### src/rtl/mips_pkg.sv
// mips_pkg: shared constants and fetch state encoding for the MIPS micro-system
package mips_pkg;
  localparam logic [31:0] RESET_PC = 32'h0000_3000;
  localparam logic [31:0] EXC_VEC = 32'h0000_4180;
  localparam int OP_W = 6;
  typedef enum logic [1:0] {IDLE = 2'd0, REQ = 2'd1, DONE = 2'd2} fetch_state_t;
endpackage

### src/rtl/pc_reg.sv
// pc_reg: program counter with vector/load/increment mux and epc capture
module pc_reg #(
  parameter logic [31:0] RESET_PC = mips_pkg::RESET_PC,
  parameter logic [31:0] EXC_VEC = mips_pkg::EXC_VEC
) (
  input  logic        clk,
  input  logic        rst,
  input  logic        vec,
  input  logic        load,
  input  logic        inc,
  input  logic [31:0] npc,
  output logic [31:0] pc,
  output logic [31:0] epc,
  output logic [31:0] pc_plus4
);
  assign pc_plus4 = pc + 32'd4;
  always_ff @(posedge clk) begin
    if (rst) begin
      pc <= RESET_PC;
      epc <= '0;
    end else begin
      if (vec) epc <= pc;
      pc <= vec ? EXC_VEC : load ? npc : inc ? pc_plus4 : pc;
    end
  end
endmodule

### src/rtl/ifetch_unit.sv
// ifetch_unit: multi-cycle instruction fetch over a req/ack bus with timeout and interrupt redirect
module ifetch_unit #(
  parameter logic [31:0] RESET_PC = mips_pkg::RESET_PC,
  parameter logic [31:0] EXC_VEC = mips_pkg::EXC_VEC,
  parameter int TIMEOUT = 16
) (
  input  logic        clk,
  input  logic        rst,
  input  logic        fetch_go,
  input  logic        pc_wr,
  input  logic [31:0] npc,
  input  logic        int_req,
  output logic        im_req,
  output logic [31:0] im_addr,
  input  logic [31:0] im_rdata,
  input  logic        im_ack,
  output logic [31:0] instr,
  output logic        ir_wr,
  output logic [31:0] pc,
  output logic [31:0] pc_plus4,
  output logic [31:0] epc,
  output logic        busy,
  output logic        addr_err,
  output logic        bus_err
);
  import mips_pkg::*;
  fetch_state_t state;
  logic [7:0] cnt;
  logic ack_ok, timed_out;
  assign ack_ok = state == REQ && im_ack && !int_req;
  assign timed_out = state == REQ && !im_ack && cnt == 8'(TIMEOUT - 1);
  assign bus_err = !rst && !int_req && timed_out;
  assign im_req = state == REQ;
  assign ir_wr = state == DONE;
  assign busy = state != IDLE;
  assign im_addr = {pc[31:2], 2'b00};
  pc_reg #(.RESET_PC(RESET_PC), .EXC_VEC(EXC_VEC)) u_pc (
    .clk(clk),
    .rst(rst),
    .vec(int_req),
    .load(state == IDLE && pc_wr),
    .inc(ack_ok),
    .npc(npc),
    .pc(pc),
    .epc(epc),
    .pc_plus4(pc_plus4)
  );
  // counter runs only in REQ, so entering REQ from IDLE always starts at zero
  always_ff @(posedge clk) begin
    if (rst) begin
      state <= IDLE;
      cnt <= '0;
      instr <= '0;
      addr_err <= 1'b0;
    end else begin
      addr_err <= state == IDLE && fetch_go && !pc_wr && !int_req && pc[1:0] != 2'b00;
      if (ack_ok) instr <= im_rdata;
      cnt <= state == REQ ? cnt + 8'd1 : 8'd0;
      if (int_req) state <= IDLE;
      else if (state == IDLE) state <= (fetch_go && !pc_wr && pc[1:0] == 2'b00) ? REQ : IDLE;
      else if (state == REQ) state <= im_ack ? DONE : timed_out ? IDLE : REQ;
      else state <= IDLE;
    end
  end
endmodule

### config.mk
export PLATFORM = sky130hd
export DESIGN_NAME = ifetch_unit
export DESIGN_NICKNAME = d
export VERILOG_FILES = /design/src/rtl/mips_pkg.sv /design/src/rtl/pc_reg.sv /design/src/rtl/ifetch_unit.sv
export SDC_FILE = /design/constraint.sdc
export NUM_CORES = 1
export LEC_CHECK = 0
export CORE_UTILIZATION = 38
export CTS_BUF_LIST = sky130_fd_sc_hd__clkbuf_16
export CTS_CLUSTER_DIAMETER = 50
export CTS_CLUSTER_SIZE = 40
export DETAILED_ROUTE_END_ITERATION = 12
export PLACE_DENSITY = 0.84
export SYNTH_ARGS = -nofsm -noshare
export SYNTH_HDL_FRONTEND = slang
export SYNTH_SLANG_ARGS = --single-unit
export TNS_END_PERCENT = 10
### constraint.sdc
create_clock -name clk -period 2.11 [get_ports clk]
set_input_delay 0.422 -clock clk [delete_from_list [all_inputs] [get_ports clk]]
set_output_delay 0.422 -clock clk [all_outputs]
set_load 0.005 [all_outputs]
==> flow_summary.json <==
{
  "grt_first_pass_wirelength_mm": 27.9,
  "whs_ps": 455,
  "largest_family_of_logic_cells_by_synthesized_area": "simple AND/OR/NAND/NOR gates",
  "tightestPinTransition_ps": 785,
  "ir_worst_vdd_mv": 0.382,
  "setup.reg_to_reg.worst_slack_ps": -70,
  "max_clock_freq_ghz": 0.406,
  "hp-class": "register to register",
  "ctsHtreeMaxLevel": 3,
  "warnings_synthesis": 0,
  "ys_async_sr_fraction": 0,
  "failing_checks": "setup timing",
  "endpoint_of_the_worst_setup_timing_path": "pc_plus4[28]",
  "max_slew_headroom": 0.477,
  "cpMostUsedCell": "sky130_fd_sc_hd__buf_4",
  "synth-seq-cells": 107,
  "antenna-diode-count": 0,
  "synthesis.area_sq_um": 5100,
  "detailed_route_iter0_violations": 280,
  "critical_path.cell_chain": "buf_6 > nand4_1 > buf_4 > nor3_2 > buf_4 > nand3_1 > xnor2_1 > buf_2",
  "cts_buffers": 9,
  "synthXorXnorAreaFrac": 0.0550,
  "die-width_um": 118,
  "run_status": "complete, but fails checks",
  "count_of_nets_left_with_antenna_violations_after_detail_routing": 0,
  "finalHoldViolations": 0,
  "total_overflow_reported_by_the_global_router": 0,
  "gr-usage-met2": 0.417,
  "clk_path_buf_depth": 2,
  "critical_path.max_fanout": 2,
  "synth.distinct_cells": 55,
  "count_of_buffers_inserted_at_the_top_level_ports": 232,
  "timing.critical_path.required_ps": 1690,
  "detailedPlacementHpwl_mm": 12.4,
  "reg2reg_from": "u_pc.pc[18]$_SDFFE_PP0P_",
  "detail_route.wl_per_cell_um": 17.2,
  "clock_latency_ps": 360,
  "timing.clock.skew_ps": 9.10,
  "post-route-period-util": 1.17,
  "syn_area_per_cell_sq_um": 8.40,
  "setup_repair_after_global_routing_missed_its_margin": "true",
  "worst-setup-path-type": "register to output pin",
  "crit_arrival_ps": 2040,
  "final_max_slew_viol_count": 0,
  "postCtsHoldBufs": 0,
  "setup-violations-final": 24,
  "floorplan.rows": 41,
  "dieHeight_um": 118,
  "cpLargestDelayFamily": "buffers and inverters",
  "post-route-min-period_ps": 2470,
  "routed_via_density": 5.13,
  "gp_congestion": 0.871,
  "busiest_layer": "met2",
  "yosysSeqAreaShare": 0.420,
  "clkSlewWorstSetupHoldPaths_ps": 70,
  "synth_fa_ha_area_frac": 0.00491,
  "start_util": 0.396,
  "antenna_found_initial": 0,
  "core_area_sq_um": 12900,
  "setup.worst_path.start": "u_pc.pc[10]$_SDFFE_PP0P_",
  "clock_sinks": 107,
  "layout.cells.non_filler": 1057,
  "ff2ff_path_depth": 13,
  "power-per-cell-area_nw_per_um2": 538,
  "grt_use_total": 0.255,
  "vias_in_the_first_global_route": 5288,
  "placed_cells": 1014,
  "drv_cap": 0,
  "static-leakage-power_nw": 3.50,
  "totalWireLength_mm": 18.2,
  "synthFlopType": "sky130_fd_sc_hd__dfxtp_1",
  "syn-instance-count": 607,
  "critical_path_buf_inv_count": 4,
  "m1_gr_usage": 0.303,
  "drtPass1Iterations": 6,
  "final_net_count": 952,
  "vias": 5422,
  "ioPinCount": 235,
  "timing.setup.tns_ps": -4440,
  "endpoint_of_the_most_critical_register_to_register_path": "u_pc.pc[29]$_SDFFE_PP0P_",
  "maximum_number_of_pins_on_one_net_before_global_route_repair": 72,
  "drc_viols": 0,
  "worst_path_max_delay_cell": "sky130_fd_sc_hd__dfxtp_2",
  "critical_path_depth": 8,
  "area.growth.synth_to_final_pct": 67.2,
  "max_stage_delay_on_crit_path_ps": 340,
  "grt_use_met3": 0.0751,
  "postLayoutCellArea_sq_um": 8530,
  "drive_gt1_frac": 0.229,
  "cts_tree": "yes",
  "muxShareOfSynthArea": 0.0670,
  "number_of_enable_type_register_cells_in_the_synthesized_netlist": 0,
  "cts.root.buffer_cell": "sky130_fd_sc_hd__clkbuf_16",
  "floorplan.die_area_sq_um": 13900,
  "worstSetupEndpointType": "output pin",
  "setup_ws_ps": -355,
  "post_synthesis_simple_gate_area_fraction": 0.233,
  "detailed_place.area_sq_um": 7860,
  "synth_compound_area_frac": 0.129,
  "element_type_at_the_critical_path_start": "register"
}
-- synthesized netlist by cell type, drive strengths merged, types with 11 or more instances --
cell type | count | area [sq um]
dfxtp | 107 | 2140
nand2 | 88 | 335
nor2 | 69 | 267
buf | 53 | 339
a21oi | 42 | 210
mux2i | 33 | 330
clkbuf | 24 | 90.1
nand3 | 23 | 120
xnor2 | 21 | 184
a31oi | 12 | 75.1
a22oi | 11 | 82.6
nor3 | 11 | 66.3
xor2 | 11 | 96.3
-- cells by family after synthesis --
logic type | count (synthesis)
AND/OR/NAND/NOR | 243
flip-flops | 107
adder cells (fa/ha/maj) | 2
XOR/XNOR | 32
AO/OA/AOI/OAI | 102
multiplexers | 34
buffers and inverters | 86
other | 1
-- layout make-up --
cell class              instances  area, sq um
clock buffers                   9          225
clock inverters                 7         85.1
fillers                      1011         4350
inverters                       9         33.8
multi-input cells             415         2700
flip-flops and latches        107         2170
well taps                     172          215
repair buffers                338         3100
-- placed cells by master (no fill, tap or decap), types with 3 or more instances in the layout --
cell type,n
sky130_fd_sc_hd__clkdlybuf4s50_1,202
sky130_fd_sc_hd__dfxtp_1,92
sky130_fd_sc_hd__buf_4,88
sky130_fd_sc_hd__nand2_1,86
sky130_fd_sc_hd__nor2_1,65
sky130_fd_sc_hd__a21oi_1,42
sky130_fd_sc_hd__mux2i_1,33
sky130_fd_sc_hd__nand3_1,18
sky130_fd_sc_hd__buf_2,18
sky130_fd_sc_hd__xnor2_1,17
sky130_fd_sc_hd__buf_6,16
sky130_fd_sc_hd__inv_1,11
sky130_fd_sc_hd__a31oi_1,11
sky130_fd_sc_hd__a22oi_1,11
sky130_fd_sc_hd__dfxtp_2,11
sky130_fd_sc_hd__o21ai_0,10
sky130_fd_sc_hd__nand4_1,9
sky130_fd_sc_hd__and3_1,9
sky130_fd_sc_hd__xor2_1,9
sky130_fd_sc_hd__clkbuf_16,9
sky130_fd_sc_hd__or2_2,8
sky130_fd_sc_hd__nor3_1,7
sky130_fd_sc_hd__or3_1,6
sky130_fd_sc_hd__and4_1,4
sky130_fd_sc_hd__xnor2_2,4
sky130_fd_sc_hd__a221oi_1,4
sky130_fd_sc_hd__clkbuf_2,4
sky130_fd_sc_hd__dlygate4sd2_1,4
sky130_fd_sc_hd__dfxtp_4,4
sky130_fd_sc_hd__nand3_2,3
sky130_fd_sc_hd__a21o_1,3
sky130_fd_sc_hd__a2bb2oi_1,3
sky130_fd_sc_hd__a222oi_1,3
-- tightest hold or removal path: cells and delay by family, from the launching register on --
family          cells  cell delay (ps)
compound gates      1               50
simple gates        1               50
flops               1              310
-- stage by stage --
step	setup slack, ps	power (mW)	util
after floorplan	52.6	2.41	-
after global placement	-284	2.82	0.610
after detailed placement	-333	2.83	0.610
after CTS	-255	4.60	0.658
after global routing	-436	4.76	0.662
final	-355	4.58	0.662
-- where the power goes --
part	leakage [nW]	switching (mW)	internal, mW	total, mW
logic	2.46	0.293	0.397	0.690
clock network	0.159	0.768	1.03	1.80
registers	0.874	0.0330	2.06	2.10
-- worst min-delay path by stage --
stage,cells after the start,end,startpoint,slack (ps)
finish,2,instr[28]$_SDFFE_PP0P_,instr[28]$_SDFFE_PP0P_,460
global route,2,instr[28]$_SDFFE_PP0P_,instr[28]$_SDFFE_PP0P_,470
CTS,2,instr[28]$_SDFFE_PP0P_,instr[28]$_SDFFE_PP0P_,460
detailed placement,2,instr[28]$_SDFFE_PP0P_,instr[28]$_SDFFE_PP0P_,450
global placement,2,instr[14]$_SDFFE_PP0P_,instr[14]$_SDFFE_PP0P_,440
floorplan,1,cnt[0]$_SDFF_PP0_,cnt[0]$_SDFF_PP0_,430
-- layer usage --
metal,up-vias,share of wire
met3,38,0.081
met2,247,0.48
met1,2539,0.41
met5,-,0
met4,0,0.034
li1,2598,-
-- repair_timing --
action / 4_1_cts / 5_1_grt
pin swaps: 24 / 13
gates resized for setup: 113 / 39
endpoints found under the setup margin: 29 / 32
setup buffers: 26 / 2
endpoints found under the hold margin: 0 / 0
Power figures use the tool's default switching activity.
